**config.mk**
```make
export PLATFORM = sky130hd
export DESIGN_NAME = alu_ctrl_seq_flat
export DESIGN_NICKNAME = d
export VERILOG_FILES = /design/src/rtl/alu_ctrl_seq_if.sv /design/src/rtl/alu_ctrl_seq.sv /design/src/flat_wrapper.sv
export SDC_FILE = /design/constraint.sdc
export NUM_CORES = 1
export LEC_CHECK = 0
export ABC_AREA = 0
export BUFFER_PORTS_ARGS = -buffer_cell sky130_fd_sc_hd__buf_4
export CAP_MARGIN = 40
export CELL_PAD_IN_SITES_DETAIL_PLACEMENT = 0
export CELL_PAD_IN_SITES_GLOBAL_PLACEMENT = 1
export CORE_MARGIN = 2
export CORE_UTILIZATION = 45
export CTS_BUF_LIST = sky130_fd_sc_hd__clkbuf_4 sky130_fd_sc_hd__clkbuf_8
export DETAILED_ROUTE_END_ITERATION = 10
export PLACE_DENSITY_LB_ADDON = 0.05
export REMOVE_ABC_BUFFERS = 1
export SLEW_MARGIN = 10
export SYNTH_ARGS = -nofsm -noshare
export SYNTH_HDL_FRONTEND = slang
export SYNTH_SLANG_ARGS = --single-unit
```
**constraint.sdc**
```tcl
create_clock -name clk -period 2.7 [get_ports clk]
set_input_delay 0.54 -clock clk [delete_from_list [all_inputs] [get_ports clk]]
set_output_delay 0.54 -clock clk [all_outputs]
set_load 0.05 [all_outputs]
```
**src/rtl/alu_ctrl_seq_if.sv**
```systemverilog
`default_nettype none
// ============================================================================
//  Module   : alu_ctrl_seq_if
//  Purpose  : Bundle between the instruction source and alu_ctrl_seq. It
//             carries the instruction push handshake and the datapath
//             control strobes that the sequencer drives.
//  Modports : master - instruction source / datapath side
//             slave  - the sequencer (alu_ctrl_seq)
//  Signals  : instr_valid, instr_ready, instr
//             alu_op, a_sel_b, b_sel_c, out_rd, in_wr, out_wr
//             busy, done, err
//             retire_cnt, err_cnt (only when CTRL_SEQ_PERF_EN is defined)
//  Config   : CTRL_SEQ_PERF_EN adds the performance counter signals.
//  Revision : 1.0  initial release
// ============================================================================
interface alu_ctrl_seq_if #(
    parameter int NREG    = 3,
    parameter int NOUT    = 3,
    parameter int ALU_OPW = 4
);
    // Index width covers the larger register bank, never narrower than 1 bit.
    localparam int MAXN    = (NREG > NOUT) ? NREG : NOUT;
    localparam int IW      = (MAXN > 2) ? $clog2(MAXN) : 1;
    localparam int INSTR_W = ALU_OPW + 2 * IW + 2;

    logic               instr_valid;
    logic               instr_ready;
    logic [INSTR_W-1:0] instr;
    logic [ALU_OPW-1:0] alu_op;
    logic               a_sel_b;
    logic               b_sel_c;
    logic [NOUT-1:0]    out_rd;
    logic [NREG-1:0]    in_wr;
    logic [NOUT-1:0]    out_wr;
    logic               busy;
    logic               done;
    logic               err;
`ifdef CTRL_SEQ_PERF_EN
    logic [31:0]        retire_cnt;
    logic [15:0]        err_cnt;

    modport master (
        output instr_valid, instr,
        input  instr_ready, alu_op, a_sel_b, b_sel_c, out_rd, in_wr, out_wr,
        input  busy, done, err, retire_cnt, err_cnt
    );
    modport slave (
        input  instr_valid, instr,
        output instr_ready, alu_op, a_sel_b, b_sel_c, out_rd, in_wr, out_wr,
        output busy, done, err, retire_cnt, err_cnt
    );
`else
    modport master (
        output instr_valid, instr,
        input  instr_ready, alu_op, a_sel_b, b_sel_c, out_rd, in_wr, out_wr,
        input  busy, done, err
    );
    modport slave (
        input  instr_valid, instr,
        output instr_ready, alu_op, a_sel_b, b_sel_c, out_rd, in_wr, out_wr,
        output busy, done, err
    );
`endif
endinterface : alu_ctrl_seq_if
`default_nettype wire

```
**src/rtl/alu_ctrl_seq.sv**
```systemverilog
`default_nettype none
// ============================================================================
//  Module   : alu_ctrl_seq
//  Purpose  : Multi-cycle ALU control sequencer. Instructions are queued in
//             a small FIFO, then decoded and executed by an FSM that drives
//             register-file read/write strobes and the ALU opcode.
//  Ports    : clk  - clock, all logic on posedge
//             rst  - synchronous reset, active-high
//             bus  - alu_ctrl_seq_if.slave (instruction push handshake,
//                    datapath strobes, busy/done/err status)
//  Instr    : {sel_b, use_fb, fb[IW], dst[IW], op[ALU_OPW]}
//  Config   : CTRL_SEQ_PERF_EN - when defined, adds retire_cnt (+1 per done)
//             and err_cnt (+1 per err), both cleared by rst and wrapping.
//  Revision : 1.0  initial release
// ============================================================================
module alu_ctrl_seq #(
    parameter int                 NREG       = 3,
    parameter int                 NOUT       = 3,
    parameter int                 ALU_OPW    = 4,
    parameter int                 ALU_LAT    = 1,
    parameter int                 FIFO_DEPTH = 4,
    parameter logic [ALU_OPW-1:0] LOAD_OP    = ALU_OPW'(4'h9)
) (
    input  logic          clk,
    input  logic          rst,
    alu_ctrl_seq_if.slave bus
);
    localparam int MAXN     = (NREG > NOUT) ? NREG : NOUT;
    localparam int IW       = (MAXN > 2) ? $clog2(MAXN) : 1;
    localparam int INSTR_W  = ALU_OPW + 2 * IW + 2;
    localparam int PTR_W    = $clog2(FIFO_DEPTH);
    localparam int CNT_W    = PTR_W + 1;
    localparam int LAT_W    = (ALU_LAT > 1) ? $clog2(ALU_LAT) : 1;

    // Instruction field offsets.
    localparam int OFS_DST  = ALU_OPW;
    localparam int OFS_FB   = ALU_OPW + IW;
    localparam int OFS_UFB  = ALU_OPW + 2 * IW;
    localparam int OFS_SELB = OFS_UFB + 1;

    localparam logic [CNT_W-1:0] FULL_CNT = CNT_W'(FIFO_DEPTH);
    localparam logic [LAT_W-1:0] LAT_INIT = LAT_W'(ALU_LAT - 1);
    localparam logic [NREG-1:0]  ONE_NREG = NREG'(1);
    localparam logic [NOUT-1:0]  ONE_NOUT = NOUT'(1);

    typedef enum logic [2:0] {
        S_IDLE   = 3'd0,
        S_DECODE = 3'd1,
        S_LOAD   = 3'd2,
        S_EXEC   = 3'd3,
        S_WB     = 3'd4,
        S_ERR    = 3'd5
    } state_t;

    // ------------------------------------------------------------------------
    // Instruction FIFO
    // ------------------------------------------------------------------------
    logic [INSTR_W-1:0] fifo_mem_q [FIFO_DEPTH];
    logic [PTR_W-1:0]   wr_ptr_q;
    logic [PTR_W-1:0]   rd_ptr_q;
    logic [CNT_W-1:0]   cnt_q;
    logic [CNT_W-1:0]   cnt_d;
    logic               full_w;
    logic               empty_w;
    logic               push_w;
    logic               pop_w;

    // Readiness depends only on the registered count, so a pop in the same
    // cycle never lets a push into a full queue.
    assign full_w          = (cnt_q == FULL_CNT);
    assign empty_w         = (cnt_q == '0);
    assign push_w          = bus.instr_valid && !full_w;
    assign cnt_d           = cnt_q + CNT_W'(push_w) - CNT_W'(pop_w);
    assign bus.instr_ready = !full_w;

    always_ff @(posedge clk) begin
        if (push_w) begin
            fifo_mem_q[wr_ptr_q] <= bus.instr;
        end
    end

    always_ff @(posedge clk) begin
        if (rst) begin
            wr_ptr_q <= '0;
            rd_ptr_q <= '0;
            cnt_q    <= '0;
        end else begin
            if (push_w) wr_ptr_q <= wr_ptr_q + PTR_W'(1);
            if (pop_w)  rd_ptr_q <= rd_ptr_q + PTR_W'(1);
            cnt_q <= cnt_d;
        end
    end

    // ------------------------------------------------------------------------
    // Sequencer FSM
    // ------------------------------------------------------------------------
    state_t             state_q, state_d;
    logic [INSTR_W-1:0] ir_q, ir_d;
    logic [LAT_W-1:0]   lat_q, lat_d;

    // Registered outputs and their next values.
    logic [ALU_OPW-1:0] alu_op_q,  alu_op_d;
    logic               a_sel_b_q, a_sel_b_d;
    logic               b_sel_c_q, b_sel_c_d;
    logic [NOUT-1:0]    out_rd_q,  out_rd_d;
    logic [NREG-1:0]    in_wr_q,   in_wr_d;
    logic [NOUT-1:0]    out_wr_q,  out_wr_d;
    logic               busy_q,    busy_d;
    logic               done_q,    done_d;
    logic               err_q,     err_d;

    // Index checks on the instruction currently held in DECODE.
    logic is_load_w;
    logic bad_idx_w;

    assign is_load_w = (ir_q[ALU_OPW-1:0] == LOAD_OP);
    assign bad_idx_w = (is_load_w ? (int'(ir_q[OFS_DST +: IW]) >= NREG)
                                  : (int'(ir_q[OFS_DST +: IW]) >= NOUT))
                     || (ir_q[OFS_UFB] && (int'(ir_q[OFS_FB +: IW]) >= NOUT));

    always_comb begin
        state_d = state_q;
        ir_d    = ir_q;
        lat_d   = lat_q;
        pop_w   = 1'b0;

        case (state_q)
            S_IDLE: begin
                if (!empty_w) begin
                    pop_w   = 1'b1;
                    ir_d    = fifo_mem_q[rd_ptr_q];
                    state_d = S_DECODE;
                end
            end
            S_DECODE: begin
                if (bad_idx_w) begin
                    state_d = S_ERR;
                end else if (is_load_w) begin
                    state_d = S_LOAD;
                end else begin
                    state_d = S_EXEC;
                    lat_d   = LAT_INIT;
                end
            end
            S_EXEC: begin
                if (lat_q == '0) state_d = S_WB;
                else             lat_d   = lat_q - LAT_W'(1);
            end
            S_LOAD, S_WB, S_ERR: begin
                // Retiring state: chain straight into the next decode when
                // work is waiting, skipping the IDLE bubble.
                if (!empty_w) begin
                    pop_w   = 1'b1;
                    ir_d    = fifo_mem_q[rd_ptr_q];
                    state_d = S_DECODE;
                end else begin
                    state_d = S_IDLE;
                end
            end
            default: state_d = S_IDLE;
        endcase
    end

    // Outputs are decoded from the next state and next instruction so that
    // the registered strobes line up with the state they belong to.
    always_comb begin
        alu_op_d  = '0;
        a_sel_b_d = 1'b0;
        b_sel_c_d = 1'b0;
        out_rd_d  = '0;
        in_wr_d   = '0;
        out_wr_d  = '0;
        done_d    = 1'b0;
        err_d     = 1'b0;
        busy_d    = (state_d != S_IDLE) || (cnt_d != '0);

        case (state_d)
            S_LOAD: begin
                in_wr_d  = ONE_NREG << ir_d[OFS_DST +: IW];
                out_rd_d = ir_d[OFS_UFB] ? (ONE_NOUT << ir_d[OFS_FB +: IW]) : '0;
                done_d   = 1'b1;
            end
            S_EXEC, S_WB: begin
                alu_op_d  = ir_d[ALU_OPW-1:0];
                a_sel_b_d = ir_d[OFS_SELB];
                b_sel_c_d = !ir_d[OFS_UFB];
                out_rd_d  = ir_d[OFS_UFB] ? (ONE_NOUT << ir_d[OFS_FB +: IW]) : '0;
                if (state_d == S_WB) begin
                    out_wr_d = ONE_NOUT << ir_d[OFS_DST +: IW];
                    done_d   = 1'b1;
                end
            end
            S_ERR: begin
                err_d  = 1'b1;
                done_d = 1'b1;
            end
            default: ;
        endcase
    end

    always_ff @(posedge clk) begin
        if (rst) begin
            state_q   <= S_IDLE;
            ir_q      <= '0;
            lat_q     <= '0;
            alu_op_q  <= '0;
            a_sel_b_q <= 1'b0;
            b_sel_c_q <= 1'b0;
            out_rd_q  <= '0;
            in_wr_q   <= '0;
            out_wr_q  <= '0;
            busy_q    <= 1'b0;
            done_q    <= 1'b0;
            err_q     <= 1'b0;
        end else begin
            state_q   <= state_d;
            ir_q      <= ir_d;
            lat_q     <= lat_d;
            alu_op_q  <= alu_op_d;
            a_sel_b_q <= a_sel_b_d;
            b_sel_c_q <= b_sel_c_d;
            out_rd_q  <= out_rd_d;
            in_wr_q   <= in_wr_d;
            out_wr_q  <= out_wr_d;
            busy_q    <= busy_d;
            done_q    <= done_d;
            err_q     <= err_d;
        end
    end

    assign bus.alu_op  = alu_op_q;
    assign bus.a_sel_b = a_sel_b_q;
    assign bus.b_sel_c = b_sel_c_q;
    assign bus.out_rd  = out_rd_q;
    assign bus.in_wr   = in_wr_q;
    assign bus.out_wr  = out_wr_q;
    assign bus.busy    = busy_q;
    assign bus.done    = done_q;
    assign bus.err     = err_q;

`ifdef CTRL_SEQ_PERF_EN
    // ------------------------------------------------------------------------
    // Performance counters, updated on the same edge as done/err.
    // ------------------------------------------------------------------------
    logic [31:0] retire_cnt_q;
    logic [15:0] err_cnt_q;

    always_ff @(posedge clk) begin
        if (rst) begin
            retire_cnt_q <= '0;
            err_cnt_q    <= '0;
        end else begin
            if (done_d) retire_cnt_q <= retire_cnt_q + 32'd1;
            if (err_d)  err_cnt_q    <= err_cnt_q + 16'd1;
        end
    end

    assign bus.retire_cnt = retire_cnt_q;
    assign bus.err_cnt    = err_cnt_q;
`endif

endmodule : alu_ctrl_seq
`default_nettype wire

```
**src/flat_wrapper.sv**
```systemverilog
// flat-port wrapper written by rule: the top's interface ports become plain ports
module alu_ctrl_seq_flat 
#(
    parameter int                 NREG       = 3,
    parameter int                 NOUT       = 3,
    parameter int                 ALU_OPW    = 4,
    parameter int                 ALU_LAT    = 1,
    parameter int                 FIFO_DEPTH = 4,
    parameter logic [ALU_OPW-1:0] LOAD_OP    = ALU_OPW'(4'h9)
)
  (clk, rst, bus_instr_valid, bus_instr, bus_instr_ready, bus_alu_op, bus_a_sel_b, bus_b_sel_c, bus_out_rd, bus_in_wr, bus_out_wr, bus_busy, bus_done, bus_err);
  alu_ctrl_seq_if #(.NREG(NREG), .NOUT(NOUT), .ALU_OPW(ALU_OPW)) bus_i ();
  input  logic clk;
  input  logic rst;
  input wire logic [$bits(bus_i.instr_valid)-1:0] bus_instr_valid;
  input wire logic [$bits(bus_i.instr)-1:0] bus_instr;
  output wire logic [$bits(bus_i.instr_ready)-1:0] bus_instr_ready;
  output wire logic [$bits(bus_i.alu_op)-1:0] bus_alu_op;
  output wire logic [$bits(bus_i.a_sel_b)-1:0] bus_a_sel_b;
  output wire logic [$bits(bus_i.b_sel_c)-1:0] bus_b_sel_c;
  output wire logic [$bits(bus_i.out_rd)-1:0] bus_out_rd;
  output wire logic [$bits(bus_i.in_wr)-1:0] bus_in_wr;
  output wire logic [$bits(bus_i.out_wr)-1:0] bus_out_wr;
  output wire logic [$bits(bus_i.busy)-1:0] bus_busy;
  output wire logic [$bits(bus_i.done)-1:0] bus_done;
  output wire logic [$bits(bus_i.err)-1:0] bus_err;
  assign bus_i.instr_valid = bus_instr_valid;
  assign bus_i.instr = bus_instr;
  assign bus_instr_ready = bus_i.instr_ready;
  assign bus_alu_op = bus_i.alu_op;
  assign bus_a_sel_b = bus_i.a_sel_b;
  assign bus_b_sel_c = bus_i.b_sel_c;
  assign bus_out_rd = bus_i.out_rd;
  assign bus_in_wr = bus_i.in_wr;
  assign bus_out_wr = bus_i.out_wr;
  assign bus_busy = bus_i.busy;
  assign bus_done = bus_i.done;
  assign bus_err = bus_i.err;
  alu_ctrl_seq #(.NREG(NREG), .NOUT(NOUT), .ALU_OPW(ALU_OPW), .ALU_LAT(ALU_LAT), .FIFO_DEPTH(FIFO_DEPTH), .LOAD_OP(LOAD_OP)) u_core (.clk(clk), .rst(rst), .bus(bus_i));
endmodule
```
==> metrics.md, run 1 <==
| Metric | Value |
|---|---|
| Status | `finished clean` |
| Final hold vios | `0` |
| Pre-antenna DRT Iters | `4` |
| Clk slew on worst S/H paths | `roughly 0.080 ns` |
| Antenna diode count | `0` |
| Mapped Area | `approximately 3000 sq um` |
| Share of layout cells above drive strength 1 | `a little over a quarter` |
| Crit path DAT | `2.68 ns` |
| Cell count after synthesis | `about 210` |
| Net Sw Power | `around 1.3 mW` |
| Ys flop type | `edfxtp_1` |
| Vias | `~1800` |
| Drt drc | `0` |
| Total gr overflow | `0` |
| Post-CTS Setup Repair Bufs | `0` |
| Min-delay worst type | `in -> reg` |
| H-tree Lvls | `3` |
| Cts bufs inserted | `9` |
| Yosys top cell by area | `edfxtp_1` |
| Clock Power Share | `approximately 20%` |
| First-pass GRT wire length | `between 9000 and 10000 um` |
| Syn Area/Cell | `between 10 and 15 sq um` |
| YS warnings | `0` |
| Power per Cell Area | `1060 nW/um^2` |
| Layout area overhead | `16.8%` |
| Worst vdd rail ir drop | `0.000436 V` |
| Relative max-transition margin | `56.9%` |
| Wire per inst | `around 16 um` |
| CTS tree | `yes` |
| Max Fanout on Critical Path | `7` |
| Period utilization | `between 90% and 100%` |
| Iteration-0 DRC Markers | `77` |
| RSZ-0062 raised after global routing | `false` |
| Register area share after synthesis | `about two thirds` |
| Number of global-route vias before repair | `1846` |
| Worst slew pin tran | `approximately 0.64 ns` |
| Req. time, crit path | `slightly below 3 ns` |
| Lkg Pwr | `roughly 1.3 nW` |
| EDFF count, synth | `40` |
| Worst hold stages | `1` |
| Port-buffer cells | `31` |
| Startpoint types | `register` |
| Post-route total power | `approximately 3.8 mW` |
| Yosys top cell area share | `between 30% and 40%` |
| Final Setup Violations | `0` |
| Bufs on Longest Clock Path | `2` |
| Clk Latency, worst-skew pair | `about 0.34 ns` |
| Site Rows | `29` |
| Chip width | `between 80 and 90 um` |
| WHS | `0.394 ns` |
| R2r endpoint | `u_core.bus.busy$_SDFF_PP0_` |
| Final antenna-violating net count | `0` |
| Initial Utilization | `between 40% and 50%` |
| # resized after CTS | `0` |
| Register share of total power | `a little over two fifths` |
| Critical path type | `reg -> reg` |
| Chip height | `85.9 um` |
| CTS root buffer | `clkbuf_8` |
| Post-Layout Cell Count | `about 340` |
| Final #Nets | `between 200 and 300` |
| Total GRT Usage | `16.4%` |
| Placed Cells | `319` |
| Max Fclk | `between 400 and 500 MHz` |
| Post-route setup TNS | `0 ns` |
| GPL Wtd Cong | `approximately 0.8` |
| Element type at the critical path end | `register` |
| Post-synthesis async set-or-reset flop share | `0%` |
| Flop2flop setup slack | `0.24 ns` |
| Core area | `about 6400 sq um` |
| Cts hold-fix bufs | `0` |
| Hold path start | `bus_instr[4]` |
| Synth cell types | `39` |
| Final setup margin | `about 0.24 ns` |
| Dominant cells by area after synthesis | `edfxtp_1 (40%), dfxtp_1 (27%), mux4_2 (7.5%)` |
| Die ar. | `7380 sq um` |
| IO Pins | `32` |
| Clock skew | `a little over 0.008 ns` |
| Most frequent cells in the layout | `dfxtp_1 (40), edfxtp_1 (40), buf_4 (38)` |
| Placement Setup Slack | `approximately 0.25 ns` |
| Comb pwr share | `a little over a third` |
| Yosys reg bits | `80` |
| Reg2Reg Depth | `10` |
| Initial antenna violation count | `0` |
| Clock net sink count | `80` |
| DRT Wirelength | `roughly 5400 um` |
| Switch share | `35.5%` |
| Worst R2R Start | `u_core.cnt_q[1]$_SDFF_PP0_` |
| Crit. Startpoint | `u_core.cnt_q[1]$_SDFF_PP0_` |
| Slew Viols, Final | `0` |
| Internal power | `2.42 mW` |
| Largest net degree at the start of global routing | `24` |
| Post-DR vias/cell | `between 5 and 6` |
| Fin crit period | `~2.5 ns` |
| Hpwl dp | `about 3800 um` |
| CP Capture Point | `u_core.bus.busy$_SDFF_PP0_` |
| # Max-Cap Violations | `0` |
[cell type report]
type,count,area (sq um)
Clock inverter,6,36.3
Timing Repair Buffer,38,285
Fill cell,559,2900
Inverter,8,30.0
Clock buffer,10,131
Tap cell,77,96.3
Sequential cell,80,2000
Multi-Input combinational cell,116,946
[state kept, by name, summed over array words and instances (netlist names), named ones only]
signal,flops
u_core.ir_q,10
u_core.fifo_mem_q,40
u_core.bus.out_rd,3
u_core.bus.in_wr,3
u_core.bus.a_sel_b,1
u_core.bus.alu_op,4
u_core.state_q,3
u_core.bus.b_sel_c,1
u_core.bus.done,1
u_core.rd_ptr_q,2
u_core.wr_ptr_q,2
u_core.bus.busy,1
u_core.bus.err,1
u_core.cnt_q,3
u_core.bus.out_wr,3
[power by group through the flow]
stage | logic (mW) | clock network [mW] | registers (mW)
finish | 1.35 | 0.764 | 1.64
global route | 1.50 | 0.836 | 1.67
CTS | 1.36 | 0.778 | 1.64
detailed placement | 1.35 | 0 | 1.67
global placement | 1.31 | 0 | 1.66
floorplan | 0.845 | 0 | 1.76
[metrics by stage]
step           cell area [sq um]  util, %
2_1_floorplan               2980        -
3_3_place_gp                3360     52.3
3_5_place_dp                3360     52.3
4_1_cts                     3530     54.9
5_1_grt                     3530     54.9
6_report                    3530     54.9
[worst min-delay path by stage]
| stage | end | slack, ns |
|---|---|---|
| 2_1_floorplan | u_core.ir_q[9]$_SDFF_PP0_ | 0.44 |
| 3_3_place_gp | u_core.ir_q[9]$_SDFF_PP0_ | 0.48 |
| 3_5_place_dp | u_core.ir_q[9]$_SDFF_PP0_ | 0.48 |
| 4_1_cts | u_core.fifo_mem_q[1][4]$_DFFE_PP_ | 0.38 |
| 5_1_grt | u_core.fifo_mem_q[1][4]$_DFFE_PP_ | 0.37 |
| 6_report | u_core.fifo_mem_q[1][4]$_DFFE_PP_ | 0.39 |
[worst max-delay path, cell delays in order (launching register included)]
cell     delay [ns]
dfxtp_1        0.36
or3_1          0.42
nand2_4        0.12
inv_2          0.05
ha_1           0.26
inv_1          0.04
ha_1           0.18
fa_1           0.41
xnor2_1        0.15
xnor2_1        0.21
a31oi_1        0.13
[cells by family (layout without fill, tap and decap cells)]
kind of cell               Yosys count  count (layout)  synth area share, %
AOI/OAI and AO/OA                   24              24                 4.97
xor gates and xnor gates             5               5                 1.45
adders and majority gates            7               7                 3.15
buffers and inverters               15              62                 2.40
DFF                                 80              80                 66.3
muxes                               20              20                 11.3
and+or+nand+nor                     60              60                 10.4
[cell usage after synthesis, types with 3 or more instances]
cell	number
a21oi_1	9
xnor2_1	4
nor3_1	10
ha_1	6
nand2_1	5
edfxtp_1	40
nand3_1	7
mux2i_1	5
nor2b_1	4
inv_1	7
clkbuf_1	3
and2_1	9
o21ai_0	5
nor2_1	15
dfxtp_1	40
mux4_2	10
[routing by layer]
metal | wire [um] | up-vias | track usage (%)
li1 | - | 857 | -
met1 | 2500 | 857 | 21.1
met2 | 2630 | 35 | 25.9
met3 | 231 | 8 | 5.49
met4 | 69 | 0 | 5.92
met5 | 0 | - | 0
Note: power is estimated with default switching activity, not from simulation.
==> run 2, diff against run 1 <==
--- a/config.mk
+++ b/config.mk
@@ -11,7 +11,7 @@
 export CELL_PAD_IN_SITES_DETAIL_PLACEMENT = 0
 export CELL_PAD_IN_SITES_GLOBAL_PLACEMENT = 1
 export CORE_MARGIN = 2
-export CORE_UTILIZATION = 45
+export CORE_UTILIZATION = 54
 export CTS_BUF_LIST = sky130_fd_sc_hd__clkbuf_4 sky130_fd_sc_hd__clkbuf_8
 export DETAILED_ROUTE_END_ITERATION = 10
 export PLACE_DENSITY_LB_ADDON = 0.05
==> constraint.sdc (replaced) <==
create_clock -name clk -period 3 [get_ports clk]
set_input_delay 0.75 -clock clk [delete_from_list [all_inputs] [get_ports clk]]
set_output_delay 0.75 -clock clk [all_outputs]
set_load 0.05 [all_outputs]
==> metrics.md, run 2 (same netlist as run 1, synthesis figures left out) <==
| Metric | Value |
|---|---|
| Relative max-transition margin | `58.9% (+2.0 points)` |
| Placement Setup Slack | `0.333 ns (+0.0829 ns)` |
| Initial Utilization | `55.5% (+8.5 points)` |
| Clk slew on worst S/H paths | `0.08 ns (about the same)` |
| Total gr overflow | `0 (unchanged)` |
| Status | `finished clean` |
| # Max-Cap Violations | `0 (unchanged)` |
| Register Area | `2000 sq um (unchanged)` |
| GPL Wtd Cong | `0.830 (+1.3%)` |
| Bufs on Longest Clock Path | `2 (unchanged)` |
| Element type at the critical path end | `register` |
| IO Pins | `32 (unchanged)` |
| Final setup margin | `0.303 ns (+0.0677 ns)` |
| Max Fanout on Critical Path | `11 (+4)` |
| Antenna diode count | `0 (unchanged)` |
| Fin crit period | `2.70 ns (+0.232 ns)` |
| Switch share | `34.9% (-0.60 points)` |
| Most flops, register | `u_core.fifo_mem_q` |
| Most frequent cells in the layout | `dfxtp_1 (40), edfxtp_1 (40), buf_4 (34)` |
| CTS tree | `yes` |
| Post-CTS Setup Repair Bufs | `0 (unchanged)` |
| Final Setup Violations | `0 (unchanged)` |
| Startpoint types | `register` |
| Power per Cell Area | `970 nW/um^2 (-8.9%)` |
| Filler Cell Count | `397 (-29%)` |
| Chip height | `78.8 um (-8.3%)` |
| Max Fclk | `371 MHz (-8.6%)` |
| Crit. Startpoint | `u_core.cnt_q[2]$_SDFF_PP0_` |
| Clock net sink count | `80 (unchanged)` |
| Vias | `1753 (-0.23%)` |
| Worst slew pin tran | `0.613 ns (-0.0297 ns)` |
| DRT Wirelength | `5210 um (-4.0%)` |
| Share of layout cells above drive strength 1 | `26.4% (-0.75 points)` |
| Hold path start | `u_core.ir_q[9]$_SDFF_PP0_` |
| Post-DR vias/cell | `5.38 (+2.5%)` |
| Area of the multi-input gates | `946 sq um (unchanged)` |
| First-pass GRT wire length | `8480 um (-6.8%)` |
| Max reg flops | `40 (unchanged)` |
| Clock Power Share | `22.3% (+2.0 points)` |
| Die ar. | `6210 sq um (-16%)` |
| Slew Viols, Final | `0 (unchanged)` |
| Critical path type | `reg -> reg` |
| Number of global-route vias before repair | `1791 (-3.0%)` |
| Initial antenna violation count | `0 (unchanged)` |
| Total GRT Usage | `18.5% (+2.1 points)` |
| Drt drc | `0 (unchanged)` |
| Crit path DAT | `2.93 ns (+0.25 ns)` |
| Pre-antenna DRT Iters | `4 (unchanged)` |
| Finished Core Util | `64.7% (+9.8 points)` |
| Worst vdd rail ir drop | `0.000561 V (+29%)` |
| Period utilization | `89.9% (-1.4 points)` |
| Internal power | `2.22 mW (-8.2%)` |
| Chip width | `78.8 um (-8.3%)` |
| Final antenna-violating net count | `0 (unchanged)` |
| Iteration-0 DRC Markers | `116 (+51%)` |
| CTS root buffer | `clkbuf_8` |
| Port-buffer cells | `31 (unchanged)` |
| Lkg Pwr | `1.32 nW (-1.5%)` |
| Worst R2R Start | `u_core.cnt_q[2]$_SDFF_PP0_` |
| Cts hold-fix bufs | `0 (unchanged)` |
| Req. time, crit path | `3.24 ns (+0.33 ns)` |
| Net Sw Power | `1.19 mW (-11%)` |
| Register share of total power | `43.7% (about the same)` |
| Final #Nets | `269 (-1.5%)` |
| Comb pwr share | `33.9% (-2.0 points)` |
| Largest net degree at the start of global routing | `24 (unchanged)` |
| Hpwl dp | `3570 um (-5.9%)` |
| RSZ-0062 raised after global routing | `false` |
| Clk Latency, worst-skew pair | `0.35 ns (about the same)` |
| Core area | `5440 sq um (-15%)` |
| Cts bufs inserted | `9 (unchanged)` |
| Final hold vios | `0 (unchanged)` |
| Layout area overhead | `16.5%` |
| Site Rows | `27 (-6.9%)` |
| Post-route total power | `3.41 mW (-9.1%)` |
| Wire per inst | `16.0 um (-1.3%)` |
| # resized after CTS | `0 (unchanged)` |
| Post-route setup TNS | `0 ns (unchanged)` |
| Min-delay worst type | `reg -> reg` |
| H-tree Lvls | `3 (unchanged)` |
| Clock skew | `0.00985 ns (+0.00165 ns)` |
[run 2: cell count changes in the layout (fill, tap and decap cells not counted), sizes merged]
cell / change
buf: -4
bufinv: +1
clkbuf: -1
clkinv: -3
clkinvlp: +3
[run 2: critical path: stages (launching register included)]
cell,delay [ns]
dfxtp_1,0.36
or3_1,0.53
nand2_4,0.15
inv_2,0.13
ha_1,0.30
inv_1,0.04
ha_1,0.19
fa_1,0.42
xnor2_1,0.19
xnor2_1,0.17
a31oi_1,0.10
[run 2: through the flow]
step                hold slack [ns]  std cells  instance area (sq um)
floorplan                     0.443        204                   2980
CTS                           0.489        326                   3520
global route                  0.522        326                   3520
global placement              0.474        310                   3320
detailed placement            0.477        310                   3320
finish                        0.491        326                   3520
[run 2: path summary, 6_finish.rpt]
check                                                   to  slack (ns)  depth (start not counted)
worst max register to register  u_core.bus.busy$_SDFF_PP0_        0.30                         10
worst min register to register   u_core.ir_q[9]$_SDFF_PP0_        0.49                          2
worst max-delay path            u_core.bus.busy$_SDFF_PP0_        0.30                         10
worst min-delay path             u_core.ir_q[9]$_SDFF_PP0_        0.49                          2
[run 2: layer usage]
layer | track usage [%] | up-vias | routed length [um]
li1 | - | 846 | -
met5 | 0 | - | 0
met4 | 10.5 | 0 | 56
met2 | 30.5 | 49 | 2650
met3 | 3.30 | 6 | 203
met1 | 23.0 | 852 | 2300
[run 2: power groups by stage]
stage	logic, mW	registers (mW)	clock network (mW)
6_report	1.16	1.49	0.763
5_1_grt	1.28	1.51	0.821
4_1_cts	1.17	1.49	0.774
3_5_place_dp	1.15	1.51	0
3_3_place_gp	1.12	1.50	0
2_1_floorplan	0.760	1.59	0
[run 2: cell type report]
type | count | area share (%)
multi-input cells | 116 | 26.9
repair buffers | 34 | 7.25
clock inverters | 7 | 2.06
clock buffers | 9 | 3.52
flip-flops and latches | 80 | 56.9
well taps | 72 | 2.56
inverters | 8 | 0.853
==> run 3, diff against run 2 <==
--- a/config.mk
+++ b/config.mk
@@ -11,10 +11,11 @@
 export CELL_PAD_IN_SITES_DETAIL_PLACEMENT = 0
 export CELL_PAD_IN_SITES_GLOBAL_PLACEMENT = 1
 export CORE_MARGIN = 2
-export CORE_UTILIZATION = 54
+export CORE_UTILIZATION = 50
 export CTS_BUF_LIST = sky130_fd_sc_hd__clkbuf_4 sky130_fd_sc_hd__clkbuf_8
 export DETAILED_ROUTE_END_ITERATION = 10
 export PLACE_DENSITY_LB_ADDON = 0.05
+export RECOVER_POWER = 50
 export REMOVE_ABC_BUFFERS = 1
 export SLEW_MARGIN = 10
 export SYNTH_ARGS = -nofsm -noshare
==> constraint.sdc (replaced) <==
create_clock -name clk -period 2.98 [get_ports clk]
set_input_delay 0.745 -clock clk [delete_from_list [all_inputs] [get_ports clk]]
set_output_delay 0.745 -clock clk [all_outputs]
set_load 0.05 [all_outputs]
==> metrics.md, run 3 (same netlist as run 1, synthesis figures left out) <==
| Metric | Value |
|---|---|
| # Max-Cap Violations | `0 (unchanged)` |
| Final Setup Violations | `0 (unchanged)` |
| CTS root buffer | `clkbuf_8` |
| Max reg flops | `40 (unchanged)` |
| Wire per inst | `16.5 um (+3.4%)` |
| Lkg Pwr | `1.23 nW (-7.2%)` |
| Bufs on Longest Clock Path | `2 (unchanged)` |
| Largest delay share family, worst path | `adder cells` |
| Total GRT Usage | `18.2% (-0.27 points)` |
| Clock net sink count | `80 (unchanged)` |
| Cts bufs inserted | `9 (unchanged)` |
| Number of global-route vias before repair | `1712 (-4.4%)` |
| Internal power | `2.21 mW (-0.63%)` |
| Startpoint types | `register` |
| Worst R2R Start | `u_core.cnt_q[2]$_SDFF_PP0_` |
| Final hold vios | `0 (unchanged)` |
| Largest net degree at the start of global routing | `24 (unchanged)` |
| Relative max-transition margin | `55.0% (-3.9 points)` |
| Hpwl dp | `3850 um (+7.6%)` |
| Core area | `5890 sq um (+8.2%)` |
| Req. time, crit path | `3.21 ns (-0.03 ns)` |
| Element type at the critical path end | `register` |
| Worst slew pin tran | `0.675 ns (+0.0623 ns)` |
| Cts hold-fix bufs | `0 (unchanged)` |
| Site Rows | `28 (+3.7%)` |
| Net Sw Power | `1.18 mW (-1.2%)` |
| Clk slew on worst S/H paths | `0.08 ns (about the same)` |
| Slew Viols, Final | `0 (unchanged)` |
| IO Pins | `32 (unchanged)` |
| Slowest CP cell | `or3_1` |
| Register share of total power | `44.2% (+0.5 points)` |
| Placed Cells | `313 (+0.97%)` |
| Period utilization | `90.8% (+0.90 points)` |
| Hold path start | `u_core.ir_q[0]$_SDFF_PP0_` |
| Antenna diode count | `0 (unchanged)` |
| Iteration-0 DRC Markers | `79 (-32%)` |
| Worst vdd rail ir drop | `0.000419 V (-25%)` |
| Finished Core Util | `58.1% (-6.6 points)` |
| DRT Wirelength | `5440 um (+4.3%)` |
| Switch share | `34.8% (-0.12 points)` |
| GPL Wtd Cong | `0.765 (-7.9%)` |
| Layout area overhead | `13.3%` |
| Most flops, register | `u_core.fifo_mem_q` |
| Chip height | `81.7 um (+3.7%)` |
| Filler Cell Count | `509 (+28%)` |
| Critical path type | `reg -> reg` |
| Clk Latency, worst-skew pair | `0.36 ns (about the same)` |
| Most frequent cells in the layout | `dfxtp_1 (40), edfxtp_1 (40), clkbuf_1 (26)` |
| Post-DR vias/cell | `5.25 (-2.4%)` |
| CTS tree | `yes` |
| Pre-antenna DRT Iters | `4 (unchanged)` |
| CP max stage delay | `0.55 ns (+0.02 ns)` |
| Clock skew | `0.00996 ns (+0.000112 ns)` |
| Crit path DAT | `2.94 ns (about the same)` |
| Initial antenna violation count | `0 (unchanged)` |
| WHS | `0.498 ns (+0.00680 ns)` |
| Comb pwr share | `32.9% (-1.0 points)` |
| Fin crit period | `2.71 ns (+0.00877 ns)` |
| Share of layout cells above drive strength 1 | `16.1% (-10 points)` |
| Post-Layout Cell Count | `329 (+0.92%)` |
| Final antenna-violating net count | `0 (unchanged)` |
| Power per Cell Area | `990 nW/um^2 (+2.0%)` |
| Total gr overflow | `0 (unchanged)` |
| Chip width | `81.7 um (+3.7%)` |
| First-pass GRT wire length | `8540 um (+0.65%)` |
| Drt drc | `0 (unchanged)` |
| Min-delay worst type | `reg -> reg` |
| Die ar. | `6680 sq um (+7.6%)` |
| Max Fanout on Critical Path | `11 (unchanged)` |
| Status | `finished clean` |
| Crit. Startpoint | `u_core.cnt_q[2]$_SDFF_PP0_` |
| Max Fclk | `370 MHz (-0.32%)` |
| Crit path buf inv count | `2 (unchanged)` |
| Final #Nets | `269 (unchanged)` |
| H-tree Lvls | `3 (unchanged)` |
| Initial Utilization | `51.3% (-4.2 points)` |
| Vias | `1726 (-1.5%)` |
| RSZ-0062 raised after global routing | `false` |
| Post-route setup TNS | `0 ns (unchanged)` |
| # resized after CTS | `0 (unchanged)` |
| Clock Power Share | `22.8% (+0.5 points)` |
| Port-buffer cells | `31 (unchanged)` |
| Post-CTS Setup Repair Bufs | `0 (unchanged)` |
| Critical-path cell list | `or3_1 > nand2_4 > inv_2 > ha_1 > inv_1 > ha_1 > fa_1 > xnor2_1 > xnor2_1 > a31oi_1` |
-- run 3: cell count changes in the layout (fill, tap and decap cells not counted), sizes merged --
cell	delta
buf	-26
clkinv	+1
clkbuf	+27
clkinvlp	-2
-- run 3: worst paths after layout --
path         depth (start not counted)  slack (ns)                    endpoint
max                                 10        0.27  u_core.bus.busy$_SDFF_PP0_
min                                  2        0.50   u_core.ir_q[0]$_SDFF_PP0_
max reg2reg                         10        0.27  u_core.bus.busy$_SDFF_PP0_
min reg2reg                          2        0.50   u_core.ir_q[0]$_SDFF_PP0_
-- run 3: worst reg2reg max path: stages, from the launching register on --
cell	delay, ns
dfxtp_1	0.36
or3_1	0.55
nand2_4	0.16
inv_2	0.13
ha_1	0.30
inv_1	0.03
ha_1	0.19
fa_1	0.41
xnor2_1	0.18
xnor2_1	0.16
a31oi_1	0.11
-- run 3: layout make-up --
| class | count | area, sq um | area share, % |
|---|---|---|---|
| clock inverters | 6 | 61.3 | 1.79 |
| well taps | 75 | 93.8 | 2.74 |
| clock buffers | 10 | 131 | 3.84 |
| repair buffers | 34 | 158 | 4.61 |
| multi-input cells | 116 | 946 | 27.6 |
| inverters | 8 | 30.0 | 0.878 |
| flip-flops and latches | 80 | 2000 | 58.5 |
-- run 3: power groups by stage --
stage | Sequential (mW) | Combinational (mW) | Clock (mW)
2_1_floorplan | 1.60 | 0.765 | 0
3_3_place_gp | 1.51 | 1.13 | 0
3_5_place_dp | 1.53 | 1.16 | 0
4_1_cts | 1.50 | 1.17 | 0.784
5_1_grt | 1.52 | 1.25 | 0.831
6_report | 1.50 | 1.12 | 0.773
-- run 3: per-stage QoR --
step / cell area [sq um] / power (mW) / worst slack (ns)
floorplan: 2980 / 2.36 / 0.490
global placement: 3330 / 2.64 / 0.369
finish: 3420 / 3.39 / 0.275
CTS: 3520 / 3.45 / 0.258
detailed placement: 3330 / 2.69 / 0.275
global route: 3420 / 3.60 / 0.0720
-- run 3: routing by layer --
metal | vias to the layer above | track usage, % | wire length, um | share of wire [%]
li1 | 847 | - | - | -
met1 | 834 | 21.9 | 2420 | 44
met2 | 38 | 30.4 | 2660 | 49
met3 | 7 | 5.93 | 282 | 5.2
met4 | 0 | 7.00 | 70 | 1.3
met5 | - | 0 | 0 | 0
